`config.mk`:
```
export PLATFORM = sky130hd
export DESIGN_NAME = rle_controller
export DESIGN_NICKNAME = d
export VERILOG_FILES = /design/src/rtl/rle_pkg.sv /design/src/rtl/rle_char_class.sv /design/src/rtl/rle_controller.sv
export SDC_FILE = /design/constraint.sdc
export NUM_CORES = 1
export LEC_CHECK = 0
export ABC_AREA = 1
export BUFFER_PORTS_ARGS = -buffer_cell sky130_fd_sc_hd__buf_4
export CORE_MARGIN = 4
export CORE_UTILIZATION = 40
export CTS_BUF_LIST = sky130_fd_sc_hd__clkbuf_4
export CTS_CLUSTER_SIZE = 30
export DETAILED_ROUTE_END_ITERATION = 10
export MAX_ROUTING_LAYER = met4
export PLACE_DENSITY = 0.64
export REMOVE_ABC_BUFFERS = 1
export SETUP_SLACK_MARGIN = 0.05
export SLEW_MARGIN = 40
export SYNTH_ARGS = -nofsm -noshare
export SYNTH_HDL_FRONTEND = slang
export SYNTH_SLANG_ARGS = --single-unit
```
`constraint.sdc`:
```
create_clock -name clock -period 2 [get_ports clock]
set_input_delay 0.2 -clock clock [delete_from_list [all_inputs] [get_ports clock]]
set_output_delay 0.2 -clock clock [all_outputs]
set_load 0.005 [all_outputs]
```
`src/rtl/rle_pkg.sv`:
```
// -----------------------------------------------------------------------------
// rle_pkg
// Shared types and constants for the run-length encoder controller.
//   state_e      : controller FSM states
//   char_cls_e   : classification of an incoming 7-bit code
//   ASCII_MIN/MAX: printable code range, NUL: end-of-string marker
//   is_printable : helper that tests a code against the default printable range
// -----------------------------------------------------------------------------
package rle_pkg;

   typedef enum logic [2:0] {
      IDLE,
      RUN,
      EMIT_CHAR,
      EMIT_CNT,
      ERROR
   } state_e;

   typedef enum logic [1:0] {
      CLS_NUL,
      CLS_PRINT,
      CLS_INVALID
   } char_cls_e;

   localparam logic [6:0] ASCII_MIN = 7'd32;
   localparam logic [6:0] ASCII_MAX = 7'd126;
   localparam logic [6:0] NUL       = 7'h00;

   function automatic logic is_printable(input logic [6:0] c);
      return (c >= ASCII_MIN) && (c <= ASCII_MAX);
   endfunction

endpackage : rle_pkg

```
`src/rtl/rle_char_class.sv`:
```
// -----------------------------------------------------------------------------
// rle_char_class
// Purely combinational classifier of a 7-bit code into exactly one of
// printable, NUL (end of string) or invalid. Shared with the datapath.
//   char_i      : code to classify
//   cls_o       : class as char_cls_e
//   printable_o : LO_CODE <= char_i <= HI_CODE
//   nul_o       : char_i == NUL
//   invalid_o   : neither printable nor NUL
// -----------------------------------------------------------------------------
module rle_char_class
   import rle_pkg::*;
#(
   parameter logic [6:0] LO_CODE = rle_pkg::ASCII_MIN,
   parameter logic [6:0] HI_CODE = rle_pkg::ASCII_MAX
) (
   input  logic [6:0] char_i,
   output char_cls_e  cls_o,
   output logic       printable_o,
   output logic       nul_o,
   output logic       invalid_o
);

   assign nul_o       = (char_i == NUL);
   assign printable_o = (char_i >= LO_CODE) && (char_i <= HI_CODE);
   // NUL wins over the range test so a range that included 0 still ends strings.
   assign invalid_o   = !printable_o && !nul_o;

   always_comb begin
      if (nul_o)            cls_o = CLS_NUL;
      else if (printable_o) cls_o = CLS_PRINT;
      else                  cls_o = CLS_INVALID;
   end

endmodule : rle_char_class

```
`src/rtl/rle_controller.sv`:
```
// -----------------------------------------------------------------------------
// rle_controller
// Sequencing controller of the run-length encoder. Tracks the current run of
// identical printable characters and emits each run as a character byte
// followed by a count byte over a valid/ready stream.
//
// Ports:
//   clock, reset   : rising-edge clock, asynchronous active-high reset
//   in_valid/ready : input handshake, in_data is a 7-bit code (0 = NUL)
//   out_valid/ready: output handshake
//   out_data       : zero-extended character or run count (CNT_W bits)
//   out_is_count   : 1 = out_data carries a count byte
//   busy           : FSM is not IDLE
//   error          : sticky, set by an invalid code, cleared only by reset
//
// Build option RLE_SINGLE_SKIP_EN: when defined, a run of length 1 emits only
// its character byte; the count byte is skipped.
// -----------------------------------------------------------------------------
module rle_controller #(
   parameter int unsigned CNT_W     = 8,
   parameter int unsigned MAX_RUN   = 255,
   parameter logic [6:0]  ASCII_MIN = 7'd32,
   parameter logic [6:0]  ASCII_MAX = 7'd126
) (
   input  logic             clock,
   input  logic             reset,
   input  logic             in_valid,
   output logic             in_ready,
   input  logic [6:0]       in_data,
   output logic             out_valid,
   input  logic             out_ready,
   output logic [CNT_W-1:0] out_data,
   output logic             out_is_count,
   output logic             busy,
   output logic             error
);

   import rle_pkg::*;

   localparam logic [CNT_W-1:0] MAX_CNT = CNT_W'(MAX_RUN);
   localparam logic [CNT_W-1:0] ONE     = CNT_W'(1);

   state_e           state_q, state_d;
   logic [6:0]       cur_char_q, cur_char_d;
   logic [CNT_W-1:0] run_cnt_q, run_cnt_d;
   logic [6:0]       pend_char_q, pend_char_d;
   logic             pend_valid_q, pend_valid_d;
   logic             eos_q, eos_d;

   char_cls_e        in_cls;
   logic             in_print, in_nul, in_invalid;
   logic             take_exit;

   rle_char_class #(
      .LO_CODE (ASCII_MIN),
      .HI_CODE (ASCII_MAX)
   ) u_char_class (
      .char_i      (in_data),
      .cls_o       (in_cls),
      .printable_o (in_print),
      .nul_o       (in_nul),
      .invalid_o   (in_invalid)
   );

   // NOTE: every signal driven here gets a default first, so no path can
   // leave one unassigned and infer a latch.
   always_comb begin
      state_d      = state_q;
      cur_char_d   = cur_char_q;
      run_cnt_d    = run_cnt_q;
      pend_char_d  = pend_char_q;
      pend_valid_d = pend_valid_q;
      eos_d        = eos_q;
      take_exit    = 1'b0;
      in_ready     = 1'b0;
      out_valid    = 1'b0;
      out_data     = '0;
      out_is_count = 1'b0;

      unique case (state_q)
         IDLE: begin
            in_ready = 1'b1;
            if (in_valid) begin
               if (in_print) begin
                  cur_char_d = in_data;
                  run_cnt_d  = ONE;
                  state_d    = RUN;
               end else if (in_invalid) begin
                  state_d = ERROR;
               end
               // NUL while idle: empty string, nothing to emit.
            end
         end

         RUN: begin
            in_ready = 1'b1;
            if (in_valid) begin
               if (in_invalid) begin
                  state_d = ERROR;
               end else if (in_nul) begin
                  eos_d   = 1'b1;
                  state_d = EMIT_CHAR;
               end else if (in_data == cur_char_q && run_cnt_q < MAX_CNT) begin
                  run_cnt_d = run_cnt_q + ONE;
               end else begin
                  // Either a new character or a saturated run: the beat opens
                  // the next run once the current pair has been emitted.
                  pend_char_d  = in_data;
                  pend_valid_d = 1'b1;
                  state_d      = EMIT_CHAR;
               end
            end
         end

         EMIT_CHAR: begin
            out_valid = 1'b1;
            out_data  = CNT_W'(cur_char_q);
            if (out_ready) begin
`ifdef RLE_SINGLE_SKIP_EN
               if (run_cnt_q == ONE) take_exit = 1'b1;
               else                  state_d   = EMIT_CNT;
`else
               state_d = EMIT_CNT;
`endif
            end
         end

         EMIT_CNT: begin
            out_valid    = 1'b1;
            out_data     = run_cnt_q;
            out_is_count = 1'b1;
            take_exit    = out_ready;
         end

         ERROR: ;

         default: state_d = IDLE;
      endcase

      // Shared end-of-pair actions: either start the pending run or finish.
      if (take_exit) begin
         if (pend_valid_q) begin
            cur_char_d   = pend_char_q;
            run_cnt_d    = ONE;
            pend_valid_d = 1'b0;
            state_d      = RUN;
         end else begin
            eos_d   = 1'b0;
            state_d = IDLE;
         end
      end

      // Keep every output low while reset is held, including IDLE's in_ready.
      if (reset) in_ready = 1'b0;
   end

   // NOTE: state registers use non-blocking assignments so all of them
   // update together from values sampled at the same edge.
   always_ff @(posedge clock or posedge reset) begin
      if (reset) begin
         state_q      <= IDLE;
         cur_char_q   <= '0;
         run_cnt_q    <= '0;
         pend_char_q  <= '0;
         pend_valid_q <= 1'b0;
         eos_q        <= 1'b0;
      end else begin
         state_q      <= state_d;
         cur_char_q   <= cur_char_d;
         run_cnt_q    <= run_cnt_d;
         pend_char_q  <= pend_char_d;
         pend_valid_q <= pend_valid_d;
         eos_q        <= eos_d;
      end
   end

   assign busy  = (state_q != IDLE);
   assign error = (state_q == ERROR);

endmodule : rle_controller

```
# After elaboration in Yosys (flattened, before gate mapping)
# Cells that the tools add are included.
word_totals:
  regBits: 26
  word_cells: 74
classes:
  n_addsub: 1
  order_cmp: 3
  n_eq_ne: 11
  muxes: 38
  bitwise: 3
  reduce_logical: 13
ops:
  columns: ["cell", "n"]
  rows:
  - ["2-to-1 mux 8 bit", 8]
  - ["2-to-1 mux 7 bit", 5]
  - ["one-hot mux 8 bit (2 select lines)", 2]
  - ["2-to-1 mux 3 bit", 9]
  - ["2-to-1 mux 1 bit", 13]
  - ["one-hot mux 3 bit (4 select lines)", 1]
  - ["inequality test 3 bit, second input constant", 3]
  - ["adder 8 x 1 -> 8 bit, second input constant", 1]
  - ["less-than comparator 8 bit, second input constant", 1]
  - ["equality test 7 bit", 1]
  - [">= comparator 7 x 6 -> 1 bit, second input constant", 1]
  - ["<= comparator 7 bit, second input constant", 1]
  - ["logical NOT 7 bit", 1]
  - ["equality test 3 x 2 -> 1 bit, second input constant", 2]
  - ["AND reduction 6 bit", 1]
  - ["OR reduction 2 bit", 3]
  - ["inequality test 5 x 4 -> 1 bit, second input constant", 1]
  - ["AND reduction 5 bit", 1]
  - ["inequality test 4 x 3 -> 1 bit, second input constant", 1]
  - ["equality test 3 x 1 -> 1 bit, second input constant", 1]
  - ["equality test 3 bit, second input constant", 1]
  - ["logical AND 1 bit", 3]
  - ["logical NOT 3 bit", 1]
  - ["inverter 1 bit", 3]
  - ["3 further kinds", 4]

# Logic depth before layout (Yosys ltp)
# Gate-level depths: netlist of run 1.
logic_depth:
  depth_word: 9
  depth_mapped: 11
  ltp_nobuf: 11

# Modules after synthesis
# A second synthesis of run 1 with hierarchy kept.
hier_totals:
  hier_cells: 252
  area_unflattened_um2: 1737.9
modules_own_cells:
  columns: ["module", "n_inst", "cells_each", "area_each_um2"]
  rows:
  - ["rle_controller", 1, 234, 1631.6]
  - ["rle_char_class", 1, 18, 106.4]

# Worst setup path after synthesis of run 1
# Ideal clock, no wire load.
synth_path:
  kind: "register to register"
  from: "register run_cnt_q[0]"
  to: "register run_cnt_q[3]"
  arrival_time_ps: 1514
  slack_ps: 369
  stages_incl_launch_ff: 12
  path_cell_list: "dfrtp_1 > ha_1 > nand2_1 > inv_1 > nand2_2 > nor2_4 > nor3_4 > nand2_1 > nor2_1 > nand2_1 > nand2_1 > nor2_1"
synth_via:
  elab_chain_cells: 9
  elab_cells_between_ends: 10
  classes_between: "1 x add/sub; 1 x order compare; 7 x mux; 1 x reduce/logical"
synth_lines:
  columns: ["item", "line", "rtl"]
  rows:
  - ["start: declaration", "rle_controller.sv:45", "logic [CNT_W-1:0] run_cnt_q, run_cnt_d;"]
  - ["start signal: assignment", "rle_controller.sv:170", "run_cnt_q <= run_cnt_d;"]
  - ["less-than comparator 8 bit", "rle_controller.sv:103", "end else if (in_data == cur_char_q && run_cnt_q < MAX_CNT) begin"]
  - ["logical AND 1 bit", "rle_controller.sv:103", null]
  - ["2-to-1 mux 8 bit (*)", "rle_controller.sv:103", null]
  - ["2-to-1 mux 8 bit (*)", "rle_controller.sv:100", "end else if (in_nul) begin"]
  - ["2-to-1 mux 8 bit (*)", "rle_controller.sv:98", "if (in_invalid) begin"]
  - ["2-to-1 mux 8 bit (*)", "rle_controller.sv:97", "if (in_valid) begin"]
  - ["one-hot mux 8 bit (2 select lines) (*)", "rle_controller.sv:80", "unique case (state_q)"]
  - ["2-to-1 mux 8 bit", "rle_controller.sv:142", "if (pend_valid_q) begin"]
  - ["2-to-1 mux 8 bit (*)", "rle_controller.sv:141", "if (take_exit) begin"]
  - ["net run_cnt_d[3]", "rle_controller.sv:45", null]
# The timed path passes the listed nets; every way through them passes the cells marked *.
# A chain may end at the register's enable or synchronous reset.

# Final worst setup path of run 1
layout_path:
  from: "register state_q[0]"
  to: "output out_data[3]"
layout_via:
  elab_chain_cells: 2
  elab_cells_between_ends: 3
  classes_between: "2 x eq/ne; 1 x mux"
layout_lines:
  columns: ["item", "line", "rtl"]
  rows:
  - ["start: declaration", "rle_controller.sv:43", "state_e state_q, state_d;"]
  - ["start signal: assignment", "rle_controller.sv:168", "state_q <= state_d;"]
  - ["equality test 3 x 2 -> 1 bit", "rle_controller.sv:80", null]
  - ["one-hot mux 8 bit (2 select lines) (*)", "rle_controller.sv:80", null]
  - ["end: declaration", "rle_controller.sv:32", "output logic [CNT_W-1:0] out_data,"]
# Mark *: on every way between the ends. The rest lies on a longest branch, timed or not.

==> impl_metrics.json, run 1 <==
{
  "path_class": "reg2out",
  "synth_compound_area_share_pct": 15.1,
  "final_util_pct": 49.0,
  "synth_enable_flop_cells": 0,
  "diodes": 0,
  "cpPeakStageDelay_ns": 0.45,
  "post_synth_xor_area_fraction_pct": 0.527,
  "grt_max_degree": 27,
  "numCtsBuffers": 3,
  "cp.required_ns": 1.80,
  "synth_top_family_by_area": "simple AND/OR/NAND/NOR gates",
  "num-fill-cells": 419,
  "first_global_vias": 1544,
  "wire_per_inst_um": 13.0,
  "holdCritPathClass": "in2reg",
  "power_density_nw_per_um2": 429,
  "synth.top_cell.area_share_pct": 39.1,
  "num-nets-final": 293,
  "ant_nets": 0,
  "synth_seq_cells": 26,
  "final_layout_size_suffix_gt1_share_pct": 17.6,
  "htreeDepth": 1,
  "place_congestion": 0.961,
  "antenna_found_initial": 0,
  "seqCellArea_um2": 651,
  "status": "finished, final reports clean",
  "tritoncts": "built",
  "synth.avg_cell_area_um2": 6.71,
  "grt_util_met2_pct": 26.8,
  "setup_tns_ns": 0,
  "syn_to_final_growth_pct": 17.8,
  "ios": 24,
  "cts_sinks": 26,
  "grt.total_usage_pct": 18.0,
  "report.final.slew_viol_count": 0,
  "critPathArrivalTime_ns": 1.60,
  "crit_fanout": 9,
  "clockRootBuffer": "clkbuf_4",
  "period_share_pct": 90.2,
  "setup_viol": 0,
  "finalHoldViolCount": 0,
  "ys.flop_type": "dfrtp_1",
  "syn_inst": 248,
  "dpl.hpwl_mm": 3.21,
  "cp_slowest_cell": "dfrtp_1",
  "remaining_drc_errors": 0,
  "synthAdderAreaFrac_pct": 0.752,
  "synthTopCellsByCount": "nand2_1, inv_1, dfrtp_1, nor2_1, a21oi_1",
  "leakage_nw": 0.991,
  "post_cts_resized": 0,
  "synthMuxAreaShare_pct": 0,
  "grt_overflow": 0,
  "top_usage_layer": "met2",
  "relSlewSlack_pct": 71.8,
  "numPortBuffers": 23,
  "max_freq_mhz": 554,
  "clk_latency_ns": 0.33,
  "routed-via-count": 1645,
  "worst_pin_slew_ns": 0.422,
  "synth_simple_gate_area_share_pct": 34.5,
  "ys_seq_area_share_pct": 39.1,
  "clk_pin_slew_ns": 0.14,
  "yosysUniqueCellTypes": 25,
  "finClkSkew_ns": 0.00310,
  "synthTopCellsByArea": "dfrtp_1, nand2_1, inv_1",
  "die_area_um2": 5250,
  "end_kind": "primary output",
  "hold_slack_ns": 0.131,
  "core_area_um2": 4000,
  "grt_pass1_wl_mm": 7.16,
  "drtIter0Drc": 127,
  "synth_most_common_cell": "nand2_1",
  "max_cap_violations": 0,
  "grt_use_met3_pct": 2.63,
  "multi_input_area_um2": 846,
  "vdd_drop_max_mv": 0.287,
  "dr.pass1.iters": 4,
  "wl_mm": 4.28,
  "yosysTopAreaCell": "dfrtp_1",
  "fp.dieH_um": 72.5,
  "startpoint_type": "flip-flop",
  "path_cells": "nor2_1, nand2_1, o21ai_0, buf_4",
  "fp.dieW_um": 72.5,
  "met1_usage_pct": 25.0,
  "finalWorstPathRequiredPeriod_ns": 1.80,
  "rsz0062_at_grt": "no",
  "rows": 23,
  "clk_path_buf_depth": 2,
  "ys_warn_count": 0,
  "viasPerCell": 5.00,
  "syn_area_um2": 1660,
  "initial_core_util_pct": 41.6,
  "async_flop_share_pct": 100
}
==> critical path: cells and delay by family (launching register included) <==
family	cells	cell delay (ns)
flip-flops	1	0.45
AND/OR/NAND/NOR	2	0.36
AO/OA/AOI/OAI	1	0.30
buffers and inverters	1	0.16
==> flip-flops by register name, summed over array words and instances (netlist names) <==
| signal | count |
|---|---|
| state_q | 3 |
| cur_char_q | 7 |
| pend_valid_q | 1 |
| pend_char_q | 7 |
| run_cnt_q | 8 |
==> power breakdown <==
group,switching (mW),internal [mW],total [mW]
Sequential,0.00342,0.533,0.536
Clock,0.161,0.0708,0.232
Combinational,0.0458,0.0276,0.0734
==> routing by layer <==
| metal | vias up | part of all wire, % |
|---|---|---|
| met1 | 732 | 50 |
| met4 | 0 | 1.5 |
| li1 | 864 | - |
| met2 | 43 | 43 |
| met3 | 6 | 5.5 |
| met5 | - | 0 |
==> worst paths after layout <==
kind | depth (start not counted) | to | from | slack, ns
setup reg to reg | 11 | run_cnt_q[7]$_DFF_PP0_ | run_cnt_q[0]$_DFF_PP0_ | 0.24
hold reg to reg | 2 | cur_char_q[3]$_DFF_PP0_ | pend_char_q[3]$_DFFE_PP0P_ | 0.50
setup / recovery | 4 | out_data[3] | state_q[0]$_DFFE_PP0P_ | 0.20
min in group asynchronous | 4 | run_cnt_q[6]$_DFF_PP0_ | reset | 0.48
max in group asynchronous | 4 | pend_char_q[2]$_DFFE_PP0P_ | reset | 1.26
hold / removal | 3 | pend_char_q[6]$_DFFE_PP0P_ | in_data[6] | 0.13
==> area by class of cell <==
| type | instances | share of cell area, % |
|---|---|---|
| Clock buffer | 3 | 1.15 |
| Inverter | 38 | 7.28 |
| Sequential cell | 26 | 33.2 |
| Timing Repair Buffer | 31 | 12.0 |
| Multi-Input combinational cell | 181 | 43.2 |
| Tap cell | 50 | 3.19 |
==> repair_timing <==
action,CTS,global route
hold buffers,1,0
endpoints found under the setup margin,0,2
endpoints found under the hold margin,26,0
buffers inserted,0,2
==> placed cells by master, fill, tap and decap left out, types with 2 or more instances in the layout <==
| master | instances |
|---|---|
| nand2_1 | 78 |
| inv_1 | 31 |
| buf_4 | 30 |
| nor2_1 | 26 |
| dfrtp_1 | 26 |
| a21oi_1 | 19 |
| o21ai_0 | 15 |
| nand3_1 | 9 |
| inv_2 | 7 |
| o21ai_1 | 7 |
| nand4_1 | 7 |
| o22ai_1 | 5 |
| nand2_2 | 4 |
| clkbuf_4 | 3 |
| nor3_4 | 2 |
==> cell families after synthesis <==
group | after synthesis
AO/OA/AOI/OAI | 48
XOR/XNOR | 1
adder cells (fa/ha/maj) | 1
buffers and inverters | 41
flip-flops | 26
AND/OR/NAND/NOR | 131
==> stage by stage <==
step	total power, mW	cells	area, µm²	setup WS (ns)
finish	0.841	329	1960	0.195
global route	0.885	329	1960	0.0484
CTS	0.854	327	1940	0.195
detailed placement	0.619	323	1910	0.225
global placement	0.619	323	1910	0.263
floorplan	0.582	245	1640	0.369
Power figures use the tool's default switching activity.
==> run 2: changes to the inputs <==
Settings changed: BUFFER_PORTS_ARGS -buffer_cell sky130_fd_sc_hd__buf_4 to unset, DONT_BUFFER_PORTS set to 1, PLACE_DENSITY 0.64 to 0.59.
==> run 2 against run 1 <==
Clock power up 61%. Maximum frequency up 3.7%. Worst setup slack better by 0.064 ns. Power up 15%. Design area down 5.7%. Via count down 3.3%. Hold slack worse by 0.12 ns. Die area unchanged. Critical endpoint is now run_cnt_q[3]$_DFF_PP0_. Largest power group unchanged.
==> impl_metrics.json, run 2 (synthesized netlist as in run 1, its figures left out) <==
{
  "status": "finished, final reports clean",
  "setup_tns_ns": 0,
  "final_layout_size_suffix_gt1_share_pct": 8.88,
  "regMostFlops": "run_cnt_q",
  "remaining_drc_errors": 0,
  "rows": 23,
  "finalHoldViolCount": 0,
  "finClkSkew_ns": 0.00626,
  "num-nets-final": 272,
  "report.final.slew_viol_count": 0,
  "setup_viol": 0,
  "critPathArrivalTime_ns": 1.99,
  "max_cap_violations": 0,
  "core_area_um2": 4000,
  "first_global_vias": 1476,
  "leakage_nw": 0.895,
  "whs_path_depth": 2,
  "power_density_nw_per_um2": 526,
  "grt_max_degree": 27,
  "numPortBuffers": 0,
  "htreeDepth": 1,
  "numCtsBuffers": 3,
  "ant_nets": 0,
  "largestRegisters": "run_cnt_q (8), cur_char_q (7), pend_char_q (7)",
  "max_freq_mhz": 574,
  "grt_pass1_wl_mm": 7.11,
  "antenna_found_initial": 0,
  "largest_reg_flops": 8,
  "hp-start": "in_data[5]",
  "clk_pin_slew_ns": 0.15,
  "relSlewSlack_pct": 75.1,
  "fp.dieH_um": 72.5,
  "cp.required_ns": 2.25,
  "r2r_end": "run_cnt_q[3]$_DFF_PP0_",
  "finalWorstPathRequiredPeriod_ns": 1.74,
  "diodes": 0,
  "post_cts_resized": 0,
  "syn_to_final_growth_pct": 11.1,
  "routed-via-count": 1591,
  "holdCritPathClass": "in2reg",
  "reg2reg_depth": 11,
  "cts_setup_buffers": 0,
  "place_congestion": 0.930,
  "worst-r2r-setup-slack_ns": 0.26,
  "dpl.hpwl_mm": 3.16,
  "layout_commonest_cell": "nand2_1",
  "worst_slack_ns": 0.259,
  "mostFrequentLayoutCells": "nand2_1, inv_1, nor2_1, dfrtp_1, a21oi_1",
  "clk_latency_ns": 0.33,
  "clockRootBuffer": "clkbuf_4",
  "period_share_pct": 87.1,
  "die_area_um2": 5250,
  "path_class": "reg2reg",
  "wl_mm": 4.27,
  "r2r_start": "run_cnt_q[0]$_DFF_PP0_",
  "dr.pass1.iters": 4,
  "pre_cts_ws_ns": 0.219,
  "cts_sinks": 26,
  "wire_per_inst_um": 13.8,
  "crit_fanout": 10,
  "tritoncts": "built",
  "clk_path_buf_depth": 2,
  "startpoint_type": "flip-flop",
  "vdd_drop_max_mv": 0.288,
  "fp.dieW_um": 72.5,
  "holdPathEnd": "cur_char_q[5]$_DFF_PP0_",
  "worst_pin_slew_ns": 0.372,
  "ios": 24,
  "initial_core_util_pct": 41.6,
  "viasPerCell": 5.15,
  "grt.total_usage_pct": 18.0,
  "drtIter0Drc": 87,
  "end_kind": "flip-flop",
  "rsz0062_at_grt": "no",
  "grt_overflow": 0
}
==> run 2: changes by cell type in the layout (fill, tap and decap cells not counted) <==
cell           change
buf_4             -27
bufinv_16          +1
dlygate4sd3_1      +6
==> run 2: worst max path at each step <==
stage                        endpoint              startpoint  slack (ns)
5_1_grt        run_cnt_q[1]$_DFF_PP0_  state_q[2]$_DFFE_PP0P_        0.06
6_report       run_cnt_q[3]$_DFF_PP0_  run_cnt_q[0]$_DFF_PP0_        0.26
4_1_cts        run_cnt_q[3]$_DFF_PP0_  run_cnt_q[0]$_DFF_PP0_        0.21
3_5_place_dp   run_cnt_q[3]$_DFF_PP0_  run_cnt_q[0]$_DFF_PP0_        0.22
2_1_floorplan  run_cnt_q[3]$_DFF_PP0_  run_cnt_q[0]$_DFF_PP0_        0.37
3_3_place_gp   run_cnt_q[3]$_DFF_PP0_  run_cnt_q[0]$_DFF_PP0_        0.26
==> run 2: final cells by class <==
type	instances	area, µm²
tap	50	62.6
fill	434	2150
multi-input combinational	181	846
clock buffer	3	22.5
inverter	38	143
clock inverter	1	30.0
sequential	26	651
timing repair buffer	10	92.6
==> run 2: per-layer routing <==
metal	share of wire, %	wire [µm]	vias to the layer above	GRT usage, %
li1	-	-	815	-
met1	47	2010	727	24.8
met2	44	1890	43	27.0
met3	7.3	310	6	3.32
met4	1.4	59	0	5.53
met5	0	0	-	-
==> run 2: through the flow <==
step	hold slack, ns	std cells	instance area, µm²	total power [mW]	util (%)
floorplan	0.240	245	1640	0.582	-
global placement	0.180	298	1720	0.595	43.1
detailed placement	0.177	298	1720	0.596	43.1
CTS	0.00327	308	1840	0.985	45.9
global route	0.00728	309	1850	1.02	46.2
finish	0.0122	309	1850	0.971	46.2
==> run 2: worst max-delay path, stage by stage (launching register included) <==
cell and delay, ns:
dfrtp_1 0.44, ha_1 0.22, nand2_1 0.06, inv_1 0.06, nand2_2 0.11, nor2_4 0.05, nor3_4 0.30, nand2_1 0.12
nor2_1 0.14, nand2_1 0.06, nand2_1 0.05, nor2_1 0.04
==> run 2: what timing repair did <==
action / CTS / global route
endpoints found under the hold margin: 35 / 1
hold buffers: 6 / 1
setup endpoints to repair: 0 / 2
==> run 2: report_power, final <==
group	switching, mW	total, mW	internal (mW)
logic	0.0374	0.0601	0.0227
clock network	0.172	0.374	0.203
registers	0.00370	0.537	0.533
